$ cat src/rtl/mem_access_unit.sv
// Memory-stage load/store unit: aligns stores onto a DATA_W bus, extracts and extends loads, stalls on wait states.
// Optional bus timeout abort is enabled with the BUS_TIMEOUT_EN macro.
module mem_access_unit #(
    parameter int unsigned DATA_W         = 32,
    parameter int unsigned ADDR_W         = 32,
    parameter int unsigned TIMEOUT_CYCLES = 255
) (
    input  logic                clk,
    input  logic                rst,
    input  logic                memenM,
    input  logic                memwriteM,
    input  logic [1:0]          sizeM,
    input  logic                signedM,
    input  logic                flushM,
    input  logic [ADDR_W-1:0]   addrM,
    input  logic [DATA_W-1:0]   wdataM,
    output logic [DATA_W-1:0]   rdataM,
    output logic                stallM,
    output logic                adelM,
    output logic                adesM,
    output logic                bus_errM,
    output logic                req,
    output logic                we,
    output logic [DATA_W/8-1:0] be,
    output logic [ADDR_W-1:0]   baddr,
    output logic [DATA_W-1:0]   bwdata,
    input  logic                ack,
    input  logic [DATA_W-1:0]   brdata
);

    localparam int unsigned BE_W = DATA_W / 8;
    localparam int unsigned LW   = $clog2(BE_W);

    typedef enum logic [1:0] {
        S_IDLE = 2'd0,
        S_REQ  = 2'd1,
        S_DONE = 2'd2
    } state_t;

    state_t              state_q, state_d;
    logic [ADDR_W-1:0]   baddr_q, baddr_d;
    logic [LW-1:0]       lane_q, lane_d;
    logic [1:0]          size_q, size_d;
    logic                sign_q, sign_d;
    logic                we_q, we_d;
    logic [BE_W-1:0]     be_q, be_d;
    logic [DATA_W-1:0]   bwdata_q, bwdata_d;
    logic [DATA_W-1:0]   rdata_q, rdata_d;
    logic                drop_q, drop_d;

    logic [LW-1:0]       lane_s;
    logic                misal_s;
    logic                ade_s;
    logic                issue_s;
    logic                timeout_s;
    logic [BE_W-1:0]     be_s;
    logic [DATA_W-1:0]   rep_s;
    logic [DATA_W-1:0]   shifted_s;
    logic [DATA_W-1:0]   load_s;

    assign lane_s = addrM[LW-1:0];

    // Misalignment check; dword cannot be carried by a 32-bit bus at all
    always_comb begin
        case (sizeM)
            2'd0:    misal_s = 1'b0;
            2'd1:    misal_s = lane_s[0];
            2'd2:    misal_s = (lane_s[1:0] != 2'b00);
            2'd3:    misal_s = (DATA_W == 32'd32) ? 1'b1 : (lane_s != {LW{1'b0}});
            default: misal_s = 1'b1;
        endcase
    end

    assign ade_s   = (state_q == S_IDLE) && memenM && misal_s && !flushM;
    assign issue_s = (state_q == S_IDLE) && memenM && !misal_s && !flushM;
    assign adelM   = ade_s && !memwriteM;
    assign adesM   = ade_s && memwriteM;

    // Byte-enable pattern for the requested size, shifted to the lane offset
    always_comb begin
        case (sizeM)
            2'd0:    be_s = BE_W'(1'b1) << lane_s;
            2'd1:    be_s = BE_W'(2'b11) << lane_s;
            2'd2:    be_s = BE_W'(4'hF) << lane_s;
            2'd3:    be_s = {BE_W{1'b1}};
            default: be_s = {BE_W{1'b1}};
        endcase
    end

    // Replicate right-aligned store data so every lane carries it
    always_comb begin
        rep_s = wdataM;
        case (sizeM)
            2'd0: for (int i = 0; i < int'(DATA_W / 8); i++) rep_s[i*8 +: 8] = wdataM[7:0];
            2'd1: for (int i = 0; i < int'(DATA_W / 16); i++) rep_s[i*16 +: 16] = wdataM[15:0];
            2'd2: for (int i = 0; i < int'(DATA_W / 32); i++) rep_s[i*32 +: 32] = wdataM[31:0];
            default: rep_s = wdataM;
        endcase
    end

    assign shifted_s = brdata >> {lane_q, 3'b000};

    // Load extraction: low field of the shifted word, sign or zero extended
    always_comb begin
        case (size_q)
            2'd0:    load_s = sign_q ? DATA_W'($signed(shifted_s[7:0]))  : DATA_W'(shifted_s[7:0]);
            2'd1:    load_s = sign_q ? DATA_W'($signed(shifted_s[15:0])) : DATA_W'(shifted_s[15:0]);
            2'd2:    load_s = sign_q ? DATA_W'($signed(shifted_s[31:0])) : DATA_W'(shifted_s[31:0]);
            default: load_s = shifted_s;
        endcase
    end

`ifdef BUS_TIMEOUT_EN
    localparam int unsigned CNT_W = $clog2(TIMEOUT_CYCLES + 1);

    logic [CNT_W-1:0] cnt_q, cnt_d;
    logic             bus_err_q, bus_err_d;

    assign timeout_s = (cnt_q == CNT_W'(TIMEOUT_CYCLES - 1));
    assign bus_errM  = bus_err_q;

    // Wait counter restarts from zero on every new request
    always_comb begin
        if (state_q == S_REQ && !ack) begin
            cnt_d = cnt_q + {{(CNT_W-1){1'b0}}, 1'b1};
        end else if (state_q == S_REQ) begin
            cnt_d = cnt_q;
        end else begin
            cnt_d = {CNT_W{1'b0}};
        end
        bus_err_d = (state_q == S_REQ) && !ack && timeout_s;
    end

    // Timeout counter and one-cycle error flag
    always_ff @(posedge clk or negedge rst) begin
        if (!rst) begin
            cnt_q     <= {CNT_W{1'b0}};
            bus_err_q <= 1'b0;
        end else begin
            cnt_q     <= cnt_d;
            bus_err_q <= bus_err_d;
        end
    end
`else
    assign timeout_s = 1'b0;
    assign bus_errM  = 1'b0;
`endif

    // Next-state and stall logic; a flush during REQ only suppresses the writeback
    always_comb begin
        state_d  = state_q;
        baddr_d  = baddr_q;
        lane_d   = lane_q;
        size_d   = size_q;
        sign_d   = sign_q;
        we_d     = we_q;
        be_d     = be_q;
        bwdata_d = bwdata_q;
        rdata_d  = rdata_q;
        drop_d   = drop_q;
        stallM   = 1'b0;
        case (state_q)
            S_IDLE: begin
                if (issue_s) begin
                    state_d  = S_REQ;
                    baddr_d  = {addrM[ADDR_W-1:LW], {LW{1'b0}}};
                    lane_d   = lane_s;
                    size_d   = sizeM;
                    sign_d   = signedM;
                    we_d     = memwriteM;
                    be_d     = be_s;
                    bwdata_d = rep_s;
                    drop_d   = 1'b0;
                    stallM   = 1'b1;
                end else begin
                    state_d = S_IDLE;
                end
            end
            S_REQ: begin
                stallM = 1'b1;
                drop_d = drop_q || flushM;
                if (ack) begin
                    state_d = S_DONE;
                    if (!we_q && !drop_q && !flushM) begin
                        rdata_d = load_s;
                    end else begin
                        rdata_d = rdata_q;
                    end
                end else if (timeout_s) begin
                    state_d = S_DONE;
                end else begin
                    state_d = S_REQ;
                end
            end
            S_DONE: begin
                state_d = S_IDLE;
            end
            default: begin
                state_d = S_IDLE;
            end
        endcase
    end

    // State and transaction registers
    always_ff @(posedge clk or negedge rst) begin
        if (!rst) begin
            state_q  <= S_IDLE;
            baddr_q  <= {ADDR_W{1'b0}};
            lane_q   <= {LW{1'b0}};
            size_q   <= 2'd0;
            sign_q   <= 1'b0;
            we_q     <= 1'b0;
            be_q     <= {BE_W{1'b0}};
            bwdata_q <= {DATA_W{1'b0}};
            rdata_q  <= {DATA_W{1'b0}};
            drop_q   <= 1'b0;
        end else begin
            state_q  <= state_d;
            baddr_q  <= baddr_d;
            lane_q   <= lane_d;
            size_q   <= size_d;
            sign_q   <= sign_d;
            we_q     <= we_d;
            be_q     <= be_d;
            bwdata_q <= bwdata_d;
            rdata_q  <= rdata_d;
            drop_q   <= drop_d;
        end
    end

    assign req    = (state_q == S_REQ);
    assign we     = we_q;
    assign be     = be_q;
    assign baddr  = baddr_q;
    assign bwdata = bwdata_q;
    assign rdataM = rdata_q;

endmodule

$ cat config.mk
export PLATFORM = sky130hd
export DESIGN_NAME = mem_access_unit
export DESIGN_NICKNAME = d
export VERILOG_FILES = /design/src/rtl/mem_access_unit.sv
export SDC_FILE = /design/constraint.sdc
export NUM_CORES = 1
export LEC_CHECK = 0
export ABC_AREA = 1
export CORE_MARGIN = 3
export CORE_UTILIZATION = 48
export CTS_CLUSTER_SIZE = 28
export DETAILED_ROUTE_END_ITERATION = 10
export PLACE_DENSITY = 0.87
export SYNTH_ARGS = -nofsm -noshare
export SYNTH_HDL_FRONTEND = slang
export SYNTH_SLANG_ARGS = --single-unit
$ cat constraint.sdc
create_clock -name clk -period 6.9 [get_ports clk]
set_input_delay 2.07 -clock clk [delete_from_list [all_inputs] [get_ports clk]]
set_output_delay 2.07 -clock clk [all_outputs]
set_load 0.1 [all_outputs]
# Word-level counts from Yosys, hierarchy flattened
# Cells that the tools add are included.
# Widths: inputs -> output; s select.
totals:
  regBits: 107
  input_bits: 105
  out_inout_bits: 106
  word_cells: 56
classes:
  eq_ne: 6
  n_shift: 4
  mux: 13
  n_reduce_logical: 23
ops:
  columns: ["operator", "n"]
  rows:
  - ["$pmux 32 s2", 2]
  - ["$mux 32", 2]
  - ["$shr 32x5->32", 1]
  - ["$pmux 4 s4", 1]
  - ["$logic_and 1x1->1", 9]
  - ["$eq 2x1->1 const B", 3]
  - ["$logic_not 2->1", 3]
  - ["$logic_not 1->1", 5]
  - ["$eq 2x2->1 const B", 2]
  - ["$pmux 1 s2", 2]
  - ["$pmux 1 s4", 1]
  - ["$pmux 2 s2", 1]
  - ["$reduce_and 2->1", 2]
  - ["$reduce_bool 2->1", 2]
  - ["$shl 1x2->4 const A", 1]
  - ["$shl 2x2->4 const A", 1]
  - ["$shl 4x2->4 const A", 1]
  - ["$mux 1", 3]
  - ["$reduce_and 3->1", 1]
  - ["$mux 2", 1]
  - ["$ne 2x2->1 const B", 1]
  - ["$logic_or 1x1->1", 1]

# Longest topological paths before layout
# Gate-level depths: netlist of run 1.
logic_depth:
  word_depth: 7
  depth_mapped: 11
  mapped_depth_nobuf: 9

# Worst setup path after synthesis of run 1
# No wires, ideal clock.
synth_path:
  path_type: "input to output"
  from: "in sizeM[0]"
  to: "out adelM"
  arrival_time_ns: 3.978
  required_ns: 4.830
  slack_ns: 0.852
  cell_stages: 6
  path_buffers: 1
  cell_sequence: "inv_1 -> ha_1 -> buf_2 -> inv_2 -> nand3_1 -> nor2_1"
synth_via:
  elab_chain_len: 5
  elab_cells_between_ends: 8
  cone_classes: "eq/ne (3); mux (1); reduce/logical (4)"
synth_lines:
  columns: ["item", "line_no", "rtl"]
  rows:
  - ["from (decl)", "12", "input logic [1:0] sizeM,"]
  - ["$eq 2x2->1 (tied with other cells)", "65", "case (sizeM)"]
  - ["$pmux 1 s4 (*)", "65", null]
  - ["$logic_and 1x1->1 (*) (2 in a row)", "74", "assign ade_s = (state_q == S_IDLE) && memenM && misal_s && !flushM;"]
  - ["$logic_and 1x1->1 (*)", "76", "assign adelM = ade_s && !memwriteM;"]
  - ["to (decl)", "19", "output logic adelM,"]
# Every way passes the cells marked *; elsewhere a longest branch is shown, timed or not.

# Worst setup path in the final report of run 1
layout_path:
  from: "in sizeM[1]"
  to: "out adesM"
layout_via:
  elab_chain_len: 5
  elab_cells_between_ends: 8
  cone_classes: "eq/ne (3); mux (1); reduce/logical (4)"
layout_lines:
  columns: ["item", "line_no", "rtl"]
  rows:
  - ["$eq 2x2->1 (tied with other cells)", "65", null]
  - ["$pmux 1 s4 (*)", "65", null]
  - ["$logic_and 1x1->1 (*) (2 in a row)", "74", null]
  - ["$logic_and 1x1->1 (*)", "77", "assign adesM = ade_s && memwriteM;"]
  - ["to (decl)", "20", "output logic adesM,"]
# Marks and branches as above.

==> results.yml, run 1 <==
global_route:
  grt_util_all_layers_pct: 25.8
  grt_first_pass_wirelength_um: 26100
  grt_antenna_before_repair: 0
  grt_pass1_vias: 5247
  grt_max_degree: 95
  grt_overflow: 0
power:
  p_int_mw: 1.77
  irDropWorstVdd_uv: 481
  power_leakage_nw: 3.99
  p_total_mw: 4.12
  power_density_mw_per_mm2: 524
  swShare_pct: 56.9
  seqPwrFrac_pct: 24.0
  power_switching_mw: 2.34
  pwr-share-comb_pct: 61.2
  clock_power_share_pct: 14.8
sta:
  finalCritPeriodShare_pct: 86.2
  period_needed_ns: 5.95
  setup_tns_ns: 0
  whs_ns: 0.472
  fmax_mhz: 168
  hold_violations: 0
  relSlewSlack_pct: 30.0
  rsz0062_at_grt: "no"
  setup_viol_count_final: 0
  worst_slack_ns: 0.954
  worst_pin_slew_ns: 1.05
  finalMaxSlewViolations: 0
  fin_worst_skew_ns: 0.00803
detailed_routing:
  drc: 0
  drtIter0Drc: 546
  finalWirelength_um: 16600
  vias_per_cell: 5.17
  vias: 5470
  dr.pass1.iters: 5
  wl_per_cell_um: 15.7
  ant_nets: 0
synthesis:
  postSynthAreaPerCell_um2: 7.44
  syn-cell-area_mm2: 0.00544
  synthMuxAreaShare_pct: 0
  synthCells: 731
  synthSimpleGateAreaFrac_pct: 36.2
  synth-seq-cells: 107
  synth_compound_area_share_pct: 5.33
  synth_cell_types: 22
  synth_fa_ha_area_share_pct: 1.15
  synth_xor_area_share_pct: 0
  synth_area_leader_cell: "dfrtp_1"
  synth_top_family_by_area: "simple AND/OR/NAND/NOR gates"
  ys_seq_area_share_pct: 49.2
  yosysTopAreaCellShare_pct: 49.2
  yosys_warnings: 0
  synth.area.top_cells: "dfrtp_1 49%, nand2_1 22%, nand3_1 9.6%"
clock_network:
  ctsRootBufferMaster: "clkbuf_16"
  clock_path_buffers: 2
  cts_sinks: 107
  clk_pin_slew_ns: 0.07
  cts_inserted_buffers: 9
  insertion_delay_ns: 0.34
  cts_hold_buf: 0
  htree_levels: 3
  cts_resized: 0
  cts_tree: "done"
  cts_setup_buffers: 0
placed_design:
  dp_hpwl_um: 11900
  place_congestion: 0.876
  pre_cts_ws_ns: 1.01
  io_buffers: 207
hold_path:
  hold_class: "register to register"
floorplanning:
  die_h_um: 112
  die_w_um: 112
  core_area_mm2: 0.0109
  start_util_pct: 49.8
  rows: 38
  die-area_mm2: 0.0126
  io_pins: 211
layout:
  area_growth_pct: 44.4
  multi_input_area_mm2: 0.00234
  nFillCells: 850
  layout-drive-gt1-share_pct: 4.47
  nets: 1023
  regArea_mm2: 0.00268
  antenna_cells: 0
  final_core_util_pct: 71.9
setup_path:
  critPathCaptureType: "output port"
  path_max_fanout: 10
  worstPathArrival_ns: 3.88
  worstPathRequired_ns: 4.83
  crit_type: "primary input to output port"
  start_kind: "primary input"
outcome:
  status: "completed"
job:
  maxCapViolations: 0
-- power groups by stage --
stage | clock network, mW | logic [mW] | registers (mW)
after floorplan | 0 | 0.432 | 2.45
after global placement | 0 | 2.50 | 0.989
after detailed placement | 0 | 2.52 | 0.993
after CTS | 0.618 | 2.53 | 0.987
after global routing | 0.643 | 2.62 | 1.01
final | 0.610 | 2.52 | 0.987
-- final cells by class --
type | instances | area share (%)
Timing Repair Buffer | 213 | 27.0
Clock inverter | 6 | 1.51
Clock buffer | 10 | 3.04
Sequential cell | 107 | 34.1
Multi-Input combinational cell | 533 | 29.8
Inverter | 49 | 2.34
Tap cell | 140 | 2.23
-- state kept, by name, summed over array words and instances, names as in the netlist --
register	cells
bwdata	32
be	4
we	1
baddr	30
sign_q	1
state_q	2
rdataM	32
size_q	2
drop_q	1
lane_q	2
-- critical path: stages --
cell	delay, ns
clkdlybuf4s50_1	0.48
inv_1	0.14
ha_1	0.37
a21oi_1	0.11
nand2_1	0.12
nand3_1	0.12
nor2_1	0.14
buf_4	0.31
-- cell usage after synthesis --
cell / count
o21ai_1: 29
clkbuf_1: 11
ha_1: 5
inv_1: 46
buf_1: 4
inv_2: 3
buf_6: 6
nand2_1: 312
nor2_2: 1
conb_1: 1
buf_4: 5
or2_2: 6
nor3_4: 1
nand4_2: 1
nor2_1: 22
buf_2: 18
or2_1: 18
a21oi_1: 18
nand3_1: 104
dfrtp_1: 107
nand2_2: 2
o21ai_0: 11
-- metal layers --
layer / GRT usage (%) / routed length, µm / vias up / part of all wire, %
met2: 42.8 / 7940 / 289 / 48
met4: 8.25 / 307 / 0 / 1.8
met5: 0 / 0 / - / 0
li1: - / - / 2649 / -
met3: 7.87 / 1870 / 25 / 11
met1: 32.6 / 6490 / 2507 / 39
-- per-stage QoR --
| stage | area, µm² | std cells |
|---|---|---|
| global route | 7860 | 1058 |
| floorplan | 5450 | 733 |
| finish | 7860 | 1058 |
| global placement | 7500 | 1042 |
| detailed placement | 7500 | 1042 |
| CTS | 7860 | 1058 |
-- cell families after synthesis --
kind of cell,Yosys count
AOI/OAI and AO/OA,58
adders and majority gates,5
buffers and inverters,93
DFF,107
other,1
and+or+nand+nor,467
-- cells in the final DEF, fill, tap and decap left out --
cell and n:
nand2_1 312, clkdlybuf4s50_1 203, dfrtp_1 107, nand3_1 104, inv_1 46, o21ai_1 29
nor2_1 21, a21oi_1 18, or2_1 18, o21ai_0 11, clkbuf_16 9, buf_4 9
or2_2 6, ha_1 5, inv_2 3, conb_1 3, bufinv_16 3, nor2_2 2
nand2_2 1, nor3_4 1, nand2_4 1, nand4_2 1, inv_8 1, inv_6 1
clkinv_4 1, clkbuf_8 1, buf_12 1
-- path summary, 6_finish.rpt --
kind	start	cells past startpoint	end	slack (ns)
max	sizeM[1]	8	adesM	0.95
min	baddr[30]	2	baddr[30]	0.47
max reg2reg	lane_q[0]	7	rdataM[31]	4.17
min reg2reg	baddr[30]	2	baddr[30]	0.47
max in group asynchronous	rst	2	baddr[24]	3.97
min in group asynchronous	rst	1	rdataM[3]	1.72
Power figures use the tool's default switching activity.
==> run 2, diff against run 1 <==
Settings changed: SLEW_MARGIN set to 20.
==> results of run 2 <==
Same layout as run 1: the final DEF is identical, and so are final timing and power.
